### src/rtl/union_reg_arbiter_if.sv
// Handshake and result bus between two write requesters and the shared union register.
interface union_reg_arbiter_if #(
    parameter int unsigned WIDTH = 4,
    parameter int unsigned LANES = 2
);
    localparam int unsigned LANE_W  = WIDTH / LANES;
    localparam int unsigned LANE_IW = $clog2(LANES);

    logic               a_valid;
    logic               a_ready;
    logic [WIDTH-1:0]   a_data;
    logic               a_lock;
    logic               b_valid;
    logic               b_ready;
    logic [LANE_IW-1:0] b_lane;
    logic [LANE_W-1:0]  b_data;
    logic               b_lock;
    logic [WIDTH-1:0]   q_word;
    logic               upd;
    logic [1:0]         owner;

    // Requester side: drives requests, observes grants and register contents.
    modport master (
        output a_valid, a_data, a_lock, b_valid, b_lane, b_data, b_lock,
        input  a_ready, b_ready, q_word, upd, owner
    );

    // Arbiter side.
    modport slave (
        input  a_valid, a_data, a_lock, b_valid, b_lane, b_data, b_lock,
        output a_ready, b_ready, q_word, upd, owner
    );
endinterface

### src/rtl/union_reg_arbiter.sv
// Round-robin arbiter for a word writer (A) and a lane writer (B) sharing one
// packed-union register, with bounded locked bursts.
module union_reg_arbiter #(
    parameter int unsigned WIDTH    = 4,
    parameter int unsigned LANES    = 2,
    parameter int unsigned MAX_HOLD = 3
) (
    input  logic                clk,
    input  logic                rst,
    union_reg_arbiter_if.slave  bus
);
    localparam int unsigned LANE_W  = WIDTH / LANES;
    localparam int unsigned CNT_W   = $clog2(MAX_HOLD + 1);
    localparam bit          LOCK_EN = (MAX_HOLD > 1);

    // State encoding doubles as the {OWN_B, OWN_A} owner flags.
    typedef enum logic [1:0] {
        IDLE  = 2'b00,
        OWN_A = 2'b01,
        OWN_B = 2'b10
    } state_e;

    typedef union packed {
        logic [WIDTH-1:0]              word;
        logic [LANES-1:0][LANE_W-1:0]  lane;
    } reg_u;

    state_e           state_q, state_d;
    logic [CNT_W-1:0] hold_q, hold_d;
    logic             last_b_q, last_b_d;
    reg_u             reg_q, reg_d;
    logic             upd_q, upd_d;

    logic             a_ready_c;
    logic             b_ready_c;
    logic             a_xfer;
    logic             b_xfer;
    logic [CNT_W-1:0] hold_inc;
    logic             hold_last;

    // Grant: owner-only while locked, round-robin on ties while idle.
    always_comb begin
        a_ready_c = 1'b0;
        b_ready_c = 1'b0;
        case (state_q)
            IDLE: begin
                a_ready_c = bus.a_valid & (~bus.b_valid | last_b_q);
                b_ready_c = bus.b_valid & ~a_ready_c;
            end
            OWN_A:   a_ready_c = bus.a_valid;
            OWN_B:   b_ready_c = bus.b_valid;
            default: ;
        endcase
    end

    assign a_xfer    = bus.a_valid & a_ready_c;
    assign b_xfer    = bus.b_valid & b_ready_c;
    assign hold_inc  = hold_q + CNT_W'(1);
    assign hold_last = (hold_inc == CNT_W'(MAX_HOLD));

    // Next register contents, round-robin pointer and ownership state.
    always_comb begin
        state_d  = state_q;
        hold_d   = hold_q;
        last_b_d = last_b_q;
        reg_d    = reg_q;
        upd_d    = a_xfer | b_xfer;

        if (a_xfer) begin
            reg_d.word = bus.a_data;
            last_b_d   = 1'b0;
        end
        if (b_xfer) begin
            reg_d.lane[bus.b_lane] = bus.b_data;
            last_b_d               = 1'b1;
        end

        case (state_q)
            IDLE: begin
                hold_d = '0;
                if (LOCK_EN && a_xfer && bus.a_lock) begin
                    state_d = OWN_A;
                    hold_d  = CNT_W'(1);
                end else if (LOCK_EN && b_xfer && bus.b_lock) begin
                    state_d = OWN_B;
                    hold_d  = CNT_W'(1);
                end
            end
            OWN_A: begin
                if (!bus.a_valid) begin
                    state_d = IDLE;
                    hold_d  = '0;
                end else if (!bus.a_lock || hold_last) begin
                    state_d = IDLE;
                    hold_d  = '0;
                end else begin
                    hold_d = hold_inc;
                end
            end
            OWN_B: begin
                if (!bus.b_valid) begin
                    state_d = IDLE;
                    hold_d  = '0;
                end else if (!bus.b_lock || hold_last) begin
                    state_d = IDLE;
                    hold_d  = '0;
                end else begin
                    hold_d = hold_inc;
                end
            end
            default: begin
                state_d = IDLE;
                hold_d  = '0;
            end
        endcase
    end

    // State registers; reset discards any transfer in the same cycle.
    always_ff @(posedge clk) begin
        if (rst) begin
            state_q  <= IDLE;
            hold_q   <= '0;
            last_b_q <= 1'b1;
            reg_q    <= '0;
            upd_q    <= 1'b0;
        end else begin
            state_q  <= state_d;
            hold_q   <= hold_d;
            last_b_q <= last_b_d;
            reg_q    <= reg_d;
            upd_q    <= upd_d;
        end
    end

    assign bus.a_ready = a_ready_c;
    assign bus.b_ready = b_ready_c;
    assign bus.q_word  = reg_q.word;
    assign bus.upd     = upd_q;
    assign bus.owner   = state_q;

endmodule

### src/flat_wrapper.sv
// flat-port wrapper written by rule: the top's interface ports become plain ports
module union_reg_arbiter_flat 
#(
    parameter int unsigned WIDTH    = 4,
    parameter int unsigned LANES    = 2,
    parameter int unsigned MAX_HOLD = 3
)
  (clk, rst, bus_a_valid, bus_a_data, bus_a_lock, bus_b_valid, bus_b_lane, bus_b_data, bus_b_lock, bus_a_ready, bus_b_ready, bus_q_word, bus_upd, bus_owner);
  union_reg_arbiter_if #(.WIDTH(WIDTH), .LANES(LANES)) bus_i ();
  input  logic clk;
  input  logic rst;
  input wire logic [$bits(bus_i.a_valid)-1:0] bus_a_valid;
  input wire logic [$bits(bus_i.a_data)-1:0] bus_a_data;
  input wire logic [$bits(bus_i.a_lock)-1:0] bus_a_lock;
  input wire logic [$bits(bus_i.b_valid)-1:0] bus_b_valid;
  input wire logic [$bits(bus_i.b_lane)-1:0] bus_b_lane;
  input wire logic [$bits(bus_i.b_data)-1:0] bus_b_data;
  input wire logic [$bits(bus_i.b_lock)-1:0] bus_b_lock;
  output wire logic [$bits(bus_i.a_ready)-1:0] bus_a_ready;
  output wire logic [$bits(bus_i.b_ready)-1:0] bus_b_ready;
  output wire logic [$bits(bus_i.q_word)-1:0] bus_q_word;
  output wire logic [$bits(bus_i.upd)-1:0] bus_upd;
  output wire logic [$bits(bus_i.owner)-1:0] bus_owner;
  assign bus_i.a_valid = bus_a_valid;
  assign bus_i.a_data = bus_a_data;
  assign bus_i.a_lock = bus_a_lock;
  assign bus_i.b_valid = bus_b_valid;
  assign bus_i.b_lane = bus_b_lane;
  assign bus_i.b_data = bus_b_data;
  assign bus_i.b_lock = bus_b_lock;
  assign bus_a_ready = bus_i.a_ready;
  assign bus_b_ready = bus_i.b_ready;
  assign bus_q_word = bus_i.q_word;
  assign bus_upd = bus_i.upd;
  assign bus_owner = bus_i.owner;
  union_reg_arbiter #(.WIDTH(WIDTH), .LANES(LANES), .MAX_HOLD(MAX_HOLD)) u_core (.clk(clk), .rst(rst), .bus(bus_i));
endmodule
### config.mk
export PLATFORM = sky130hd
export DESIGN_NAME = union_reg_arbiter_flat
export DESIGN_NICKNAME = d
export VERILOG_FILES = /design/src/rtl/union_reg_arbiter_if.sv /design/src/rtl/union_reg_arbiter.sv /design/src/flat_wrapper.sv
export SDC_FILE = /design/constraint.sdc
export NUM_CORES = 1
export LEC_CHECK = 0
export CAP_MARGIN = 20
export CORE_MARGIN = 8
export CORE_UTILIZATION = 44
export DETAILED_ROUTE_END_ITERATION = 16
export PLACE_DENSITY = 0.82
export REMOVE_ABC_BUFFERS = 1
export SYNTH_ARGS = -nofsm -noshare
export SYNTH_HDL_FRONTEND = slang
export SYNTH_SLANG_ARGS = --single-unit
export TNS_END_PERCENT = 30
### constraint.sdc
create_clock -name clk -period 2.25 [get_ports clk]
set_clock_uncertainty 0.2 [all_clocks]
set_input_delay 0.225 -clock clk [delete_from_list [all_inputs] [get_ports clk]]
set_output_delay 0.225 -clock clk [all_outputs]
set_load 0.01 [all_outputs]
==> impl_summary.md, run 1 <==
Run status
The run finished with clean final reports.

Critical path
At the worst endpoint, the required time is 1.82 ns. The arrival time reported for the critical path endpoint is 1.70 ns. STA classifies the critical path endpoint as an output pin. The endpoint identified for the worst register-to-register timing path is u_core.bus.q_word[2]$_SDFF_PP0_. STA classifies the critical path startpoint as an input port.

The startpoint identified for the worst register-to-register timing path is u_core.bus.owner[1]$_SDFFE_PP0P_. The critical setup path kind is input port to output pin. The setup slack on the worst flop-to-flop path is 0.49 ns. Of all nets on the critical path, the largest fanout is 10. The worst register-to-register path has a depth of 4.

Layout
The area overhead of the layout relative to synthesis is 43.9%. The repair_antennas step left the layout with diodes totalling 0. The share of layout cells above drive strength 1 is 17.1%. The most common cell after layout, fill and taps aside is sky130_fd_sc_hd__clkdlybuf4s50_1. The filler cells instantiated in the layout total 121. In the layout the commonest cells are sky130_fd_sc_hd__clkdlybuf4s50_1 (21), sky130_fd_sc_hd__dfxtp_1 (10), sky130_fd_sc_hd__o21ai_0 (4).

The number of nets in the layout is 97.

GRT
The number of global-route vias before repair came to 488. The number of antenna violations at the first check in global routing is 0. The final global-route overflow total is 0. Across every metal layer, demand over resource in global routing totals 10.6%. Entering global routing, the biggest net connects 13 pins.

The first global-routing pass estimated 2190 µm of wire.

Synth
Dividing the synthesized area by the synthesized cell count gives 9.76 µm². The synthesized netlist devotes 20.7% of its cell area to compound gates. Synthesis produced 59 cells. After synthesis, the largest family of logic cells by area is simple AND/OR/NAND/NOR gates.

After Yosys synthesis, full adders, half adders and majority gates account for 2.17% of the synthesized area. After Yosys synthesis, XOR and XNOR cells account for 0% of the synthesized area. The number of enable-type register cells in the synthesized netlist is 0. Sequential elements use 34.8% of the synthesized area. The leading register cell type out of synthesis is sky130_fd_sc_hd__dfxtp_1. After synthesis, the share of flip-flops with an asynchronous set or reset is 0%.

The number of distinct standard cells referenced by the synthesized netlist is 33. After synthesis the netlist holds a flip-flop and latch count of 10. For this run, the number of Yosys warnings is 0. The synthesized cell area is 576 µm². The post-synthesis share of cell area spent on and, or, nand and nor gates is 37.0%. The mux cell area share after synthesis is 0%.

Power and ir drop
The worst ir drop on vdd is 362 µV. The completed layout was analyzed and its total power is 476 µW. The leakage dissipation is 0.288 nW.

The areal power density over the cells is 575 nW/µm².

CTS
The clock edge transition at the registers on the reported setup and hold paths is 0.07 ns. CTS placed an instance of sky130_fd_sc_hd__clkbuf_4 at the clock tree root. CTS built an H-tree with a depth of 1.

TritonCTS built the clock tree. In this run the deepest clock path goes through 2 buffers. The total CTS buffers is 3. The count of clock tree sinks is 10. Buffers inserted to repair hold after CTS numbered 0. In this run the post-CTS setup repair buffer count came out at 0. The post-cts sizing count is 0. Clock latency on the worst-skew pair, taken at its later pin, is 0.26 ns.

Routing
The overall via count from detail_route is 556. In the routed design, unresolved DRC markers number 0. The iteration-0 DRC count of the detailed router is 4. The via density per instance is 5.73.

The number of detailed-route iterations in the first pass is 4. The average wire length per cell after detail routing is 14.8 µm. In this run the remaining antenna-violating nets after routing total 0.

The final layout contains routed wiring with a total length of 1430 µm.

Floorplan
The placement row count is 13. The floorplan step defined a core boundary enclosing 1270 µm². The number of placed I/O pins is 22. In this run the vertical extent of the chip is 52.2 µm. The die is 52.2 µm wide. The full die area is 2720 µm². For this configuration, the core starts out at a cell density of 45.4%.

Timing
In the final timing run, aggregate negative setup slack is 0 ns. Dividing the final minimum period by the clock period gives 94.6%. The pin slew with the least headroom to its limit is 0.396 ns.

Counting I/O delays and the setup requirement, the final critical path takes 2.13 ns. The number of failing hold endpoints at the final stage is 0. The final number of setup-violating endpoints is 0. The timing-limited maximum frequency is 0.470 GHz. Setup repair after global routing left no endpoint under its margin. The number of pins exceeding their max-slew limit in the final report was 0. The setup slack after layout is 0.120 ns. In this run the tightest slew margin relative to its limit is 73.5%.

Placed design
Summed over all nets, the half-perimeter wirelength after detailed placement is 1110 µm. Prior to clock tree synthesis, the placed netlist has a worst setup slack of 0.112 ns. The weighted congestion reported at the end of routability-driven placement is 0.785.

Input and output buffers added on the ports amount to 21.

Worst hold path
The classification of the worst-slack hold path is flip-flop to flip-flop. The path with the worst hold slack has its endpoint at u_core.hold_q[0]$_SDFF_PP0_. Counting instances, the worst hold path has a depth of 1. The worst hold path begins at u_core.hold_q[0]$_SDFF_PP0_.

Job
Across the run, the number of max-cap violations was 0.
[worst max-delay path by stage]
stage                                            endpoint                              from  cells after the start
after global placement                        bus_a_ready                       bus_b_valid                      4
final                                         bus_a_ready                       bus_b_valid                      4
after global routing                          bus_a_ready                       bus_b_valid                      4
after floorplan           u_core.bus.q_word[0]$_SDFF_PP0_  u_core.bus.owner[1]$_SDFFE_PP0P_                      3
after detailed placement                      bus_a_ready                       bus_b_valid                      4
after CTS                                     bus_a_ready                       bus_b_valid                      4
[state kept, by name, summed over array words and instances (netlist names)]
| register | count |
|---|---|
| u_core.last_b_q | 1 |
| u_core.bus.upd | 1 |
| u_core.bus.q_word | 4 |
| u_core.hold_q | 2 |
| u_core.bus.owner | 2 |
[Yosys cell counts (all sizes together) (2+ instances only)]
master | count | area, µm²
a21oi | 2 | 10.0
nand2 | 3 | 11.3
dfxtp | 10 | 200
nor3 | 2 | 10.0
o21ai | 4 | 20.0
or3b | 5 | 43.8
buf | 3 | 23.8
nor3b | 2 | 26.3
a311oi | 4 | 47.6
nor2 | 2 | 7.51
or3 | 2 | 18.8
nand2b | 2 | 12.5
nand4b | 2 | 17.5
nor4 | 2 | 12.5
and3b | 2 | 17.5
[layer usage]
| layer | up-vias | track usage [%] | part of all wire, % |
|---|---|---|---|
| met5 | - | 0 | 0 |
| met4 | 0 | 7.76 | 0.56 |
| met3 | 2 | 4.27 | 9.5 |
| met2 | 19 | 16.6 | 45 |
| met1 | 257 | 11.1 | 44 |
| li1 | 278 | - | - |
[final cells by class]
| cell class | count | area, µm² | area share, % |
|---|---|---|---|
| Multi-Input combinational cell | 44 | 344 | 41.5 |
| Tap cell | 15 | 18.8 | 2.27 |
| Clock buffer | 4 | 36.3 | 4.38 |
| Sequential cell | 10 | 200 | 24.2 |
| Inverter | 1 | 3.75 | 0.453 |
| Timing Repair Buffer | 23 | 225 | 27.2 |
[through the flow]
| step | std cells | utilization [%] | cell area, µm² | hold WS [ns] |
|---|---|---|---|---|
| after floorplan | 55 | - | 548 | 0.0929 |
| after global placement | 93 | 62.4 | 792 | 0.245 |
| after detailed placement | 93 | 62.4 | 792 | 0.255 |
| after CTS | 97 | 65.3 | 828 | 0.267 |
| after global routing | 97 | 65.3 | 828 | 0.277 |
| final | 97 | 65.3 | 828 | 0.266 |
[worst max-delay path, stage by stage]
cell and delay [ns]:
sky130_fd_sc_hd__clkdlybuf4s50_1 0.55, sky130_fd_sc_hd__nor3b_4 0.36, sky130_fd_sc_hd__nor2_1 0.08, sky130_fd_sc_hd__clkdlybuf4s50_1 0.48
[power breakdown]
part | internal (mW) | switching (mW)
Sequential | 0.190 | 0.0109
Clock | 0.0982 | 0.0644
Combinational | 0.0678 | 0.0451
Total | 0.356 | 0.120
[logic make-up after synthesis]
family | after synthesis
adder cells (fa/ha/maj) | 1
flip-flops | 10
buffers and inverters | 5
AO/OA/AOI/OAI | 15
AND/OR/NAND/NOR | 28
Power figures use the tool's default switching activity.
==> inputs of run 2 (changes only) <==
--- a/config.mk
+++ b/config.mk
@@ -6,7 +6,6 @@
 export NUM_CORES = 1
 export LEC_CHECK = 0
 export CAP_MARGIN = 20
-export CORE_MARGIN = 8
 export CORE_UTILIZATION = 44
 export DETAILED_ROUTE_END_ITERATION = 16
 export PLACE_DENSITY = 0.82
==> impl_summary.md, run 2 (synthesis gave the netlist of run 1 again) <==
Routing
The routed design uses 680 µm of met2 wire. The detailed router finished its first iteration with 24 violations. The detailed-routed wire length on met3 is 100 µm. Summed over all layers, the routed wires come to 1380 µm. The via density per instance is 5.81. The overall via count from detail_route is 564.

In the final routed layout, each cell accounts on average for 14.2 µm. After detailed routing, the wire length on met1 is 590 µm. Before antenna repair, the detailed router went through 4 iterations. The post-detailed-route DRC marker count is 0. The post-route antenna net violation count is 0. The highest metal layer carrying signal wires in the routed design is met4.

Layout
In the layout the commonest cells are sky130_fd_sc_hd__clkdlybuf4s50_1 (21), sky130_fd_sc_hd__dfxtp_1 (10), sky130_fd_sc_hd__o21ai_0 (4). Cells with a size suffix above 1 make up 18.1% of the layout. The area overhead of the layout relative to synthesis is 45.0%. The register with the most flip-flops in the layout has 4 of them. The most common cell after layout, fill and taps aside is sky130_fd_sc_hd__clkdlybuf4s50_1.

The total of fill cells in the finished design is 87. The number of nets in the layout is 98. The total inserted antenna cells is 0.

The final cell utilization of the core is 72.2%. The non-filler instance count after layout is 97.

Worst hold path
The classification of the worst-slack hold path is flip-flop to flip-flop.

Critical path
The cell that appears most often on the critical path is sky130_fd_sc_hd__clkdlybuf4s50_1. The cell with the largest stage delay on the worst path is sky130_fd_sc_hd__clkdlybuf4s50_1. The element type at the critical path end is an output pin. Traced cell by cell, the critical path runs through clkdlybuf4s50_1, nand2b_1, nor2_1, clkdlybuf4s50_1. The data required time of the critical path is 1.82 ns.

The worst-path maximum fanout is 9. The kind of launch point of the worst setup path is an input port. The worst setup path is of the input port to output pin kind. The worst stage delay on the critical path is 0.56 ns. Data on the critical path arrives at its endpoint at 1.66 ns.

Timing
The number of failing hold endpoints at the final stage is 0. Setup repair after global routing left no endpoint under its margin. The number of pins exceeding their max-slew limit in the final report is 0. The final hold slack is 0.252 ns. For the pin with the worst max-slew slack, the measured transition is 0.402 ns. Headroom to the max-slew limit came out at 73.1%. The shortest clock period the worst path allows after layout is 2.08 ns. Setup total negative slack on the finished layout was measured at 0 ns. The share of the clock period used by the worst path is 92.6%.

The timing-limited maximum frequency is 0.480 GHz. The final number of setup-violating endpoints is 0.

CTS
The TritonCTS clock tree is done. Clock-pin slew was measured on the worst setup and hold paths at 0.06 ns. The cell at the root of the clock tree is sky130_fd_sc_hd__clkbuf_4. CTS built an H-tree with a depth of 1. After clock tree synthesis, the flow added hold-fix buffers numbering 0. The maximum root-to-sink buffer count is 2. Buffers added to address setup during post-CTS repair amount to 0. Clock latency on the worst-skew pair, taken at its later pin, is 0.27 ns. In this run, CTS created clock tree buffers numbering 3.

Gates resized during post-CTS repair numbered 0. The clock net in this run drives a total of 10 sinks.

GRT
The number of global-route vias before repair is 507. The number of antenna violations at the first check in global routing came to 0. The first global-routing pass estimated 2170 µm of wire. The total global-route track usage is 22.2%. The pin count of the biggest net entering global routing is 13. For this run the aggregate overflow at the end of global routing stands at 0.

Floorplan
The number of placed I/O pins is 22. The initial standard-cell utilization of the core is 49.8%. The vertical extent of the die is 38.2 µm. The core region area is 1160 µm².

The floorplan has 12 rows. The chip width is 38.2 µm. The die covers 1460 µm².

Power and ir drop
VDD sags by at most 348 µV. The leakage dissipation is 0.293 nW. The areal power density over the cells is 573 nW/µm².

Placed design
Including well taps, the total number of placed cells is 93. Detailed placement finished with a half-perimeter wire length of 1090 µm. Routability-driven placement finished with a final weighted congestion of 0.792. Port buffering added 21 buffers.

Job
The number of maximum-capacitance violations is 0.

Run status
The flow ran to the end, and the final reports show no timing, DRC or antenna violations.
==> run 2: path summary, 6_finish.rpt <==
kind | from | to | slack [ns] | cells after the start
setup / recovery | bus_a_valid | bus_a_ready | 0.17 | 4
hold / removal | u_core.hold_q[0]$_SDFF_PP0_ | u_core.hold_q[0]$_SDFF_PP0_ | 0.25 | 1
setup reg to reg | u_core.bus.owner[0]$_SDFFE_PP0P_ | u_core.bus.q_word[2]$_SDFF_PP0_ | 0.43 | 4
hold reg to reg | u_core.hold_q[0]$_SDFF_PP0_ | u_core.hold_q[0]$_SDFF_PP0_ | 0.25 | 1
==> run 2: critical path, delay by kind of cell <==
kind | cells | cell delay (ns)
buffers and inverters | 2 | 1.10
AND/OR/NAND/NOR | 2 | 0.34
==> run 2: final cells by class <==
type | count | area, µm² | share of cell area [%]
repair buffers | 24 | 233 | 27.9
multi-input cells | 44 | 344 | 41.2
inverters | 1 | 3.75 | 0.450
flip-flops and latches | 10 | 200 | 24.0
clock buffers | 4 | 36.3 | 4.35
well taps | 14 | 17.5 | 2.10
==> run 2: per-stage QoR <==
step	setup WS, ns	total power [mW]	cell area [µm²]
after detailed placement	0.162	0.321	798
after global placement	0.188	0.318	798
after CTS	0.158	0.483	835
after floorplan	0.603	0.253	548
after global routing	0.0680	0.503	835
final	0.166	0.478	835
==> run 2: where the power goes <==
group | total, mW | switching (mW) | internal [mW]
Combinational | 0.116 | 0.0467 | 0.0690
Sequential | 0.201 | 0.0111 | 0.190
Clock | 0.162 | 0.0633 | 0.0983
==> run 2: metal layers <==
metal / vias up / global-route usage (%)
li1: 278 / -
met2: 20 / 33.1
met5: - / 0
met3: 3 / 8.72
met1: 263 / 28.5
met4: 0 / 8.04
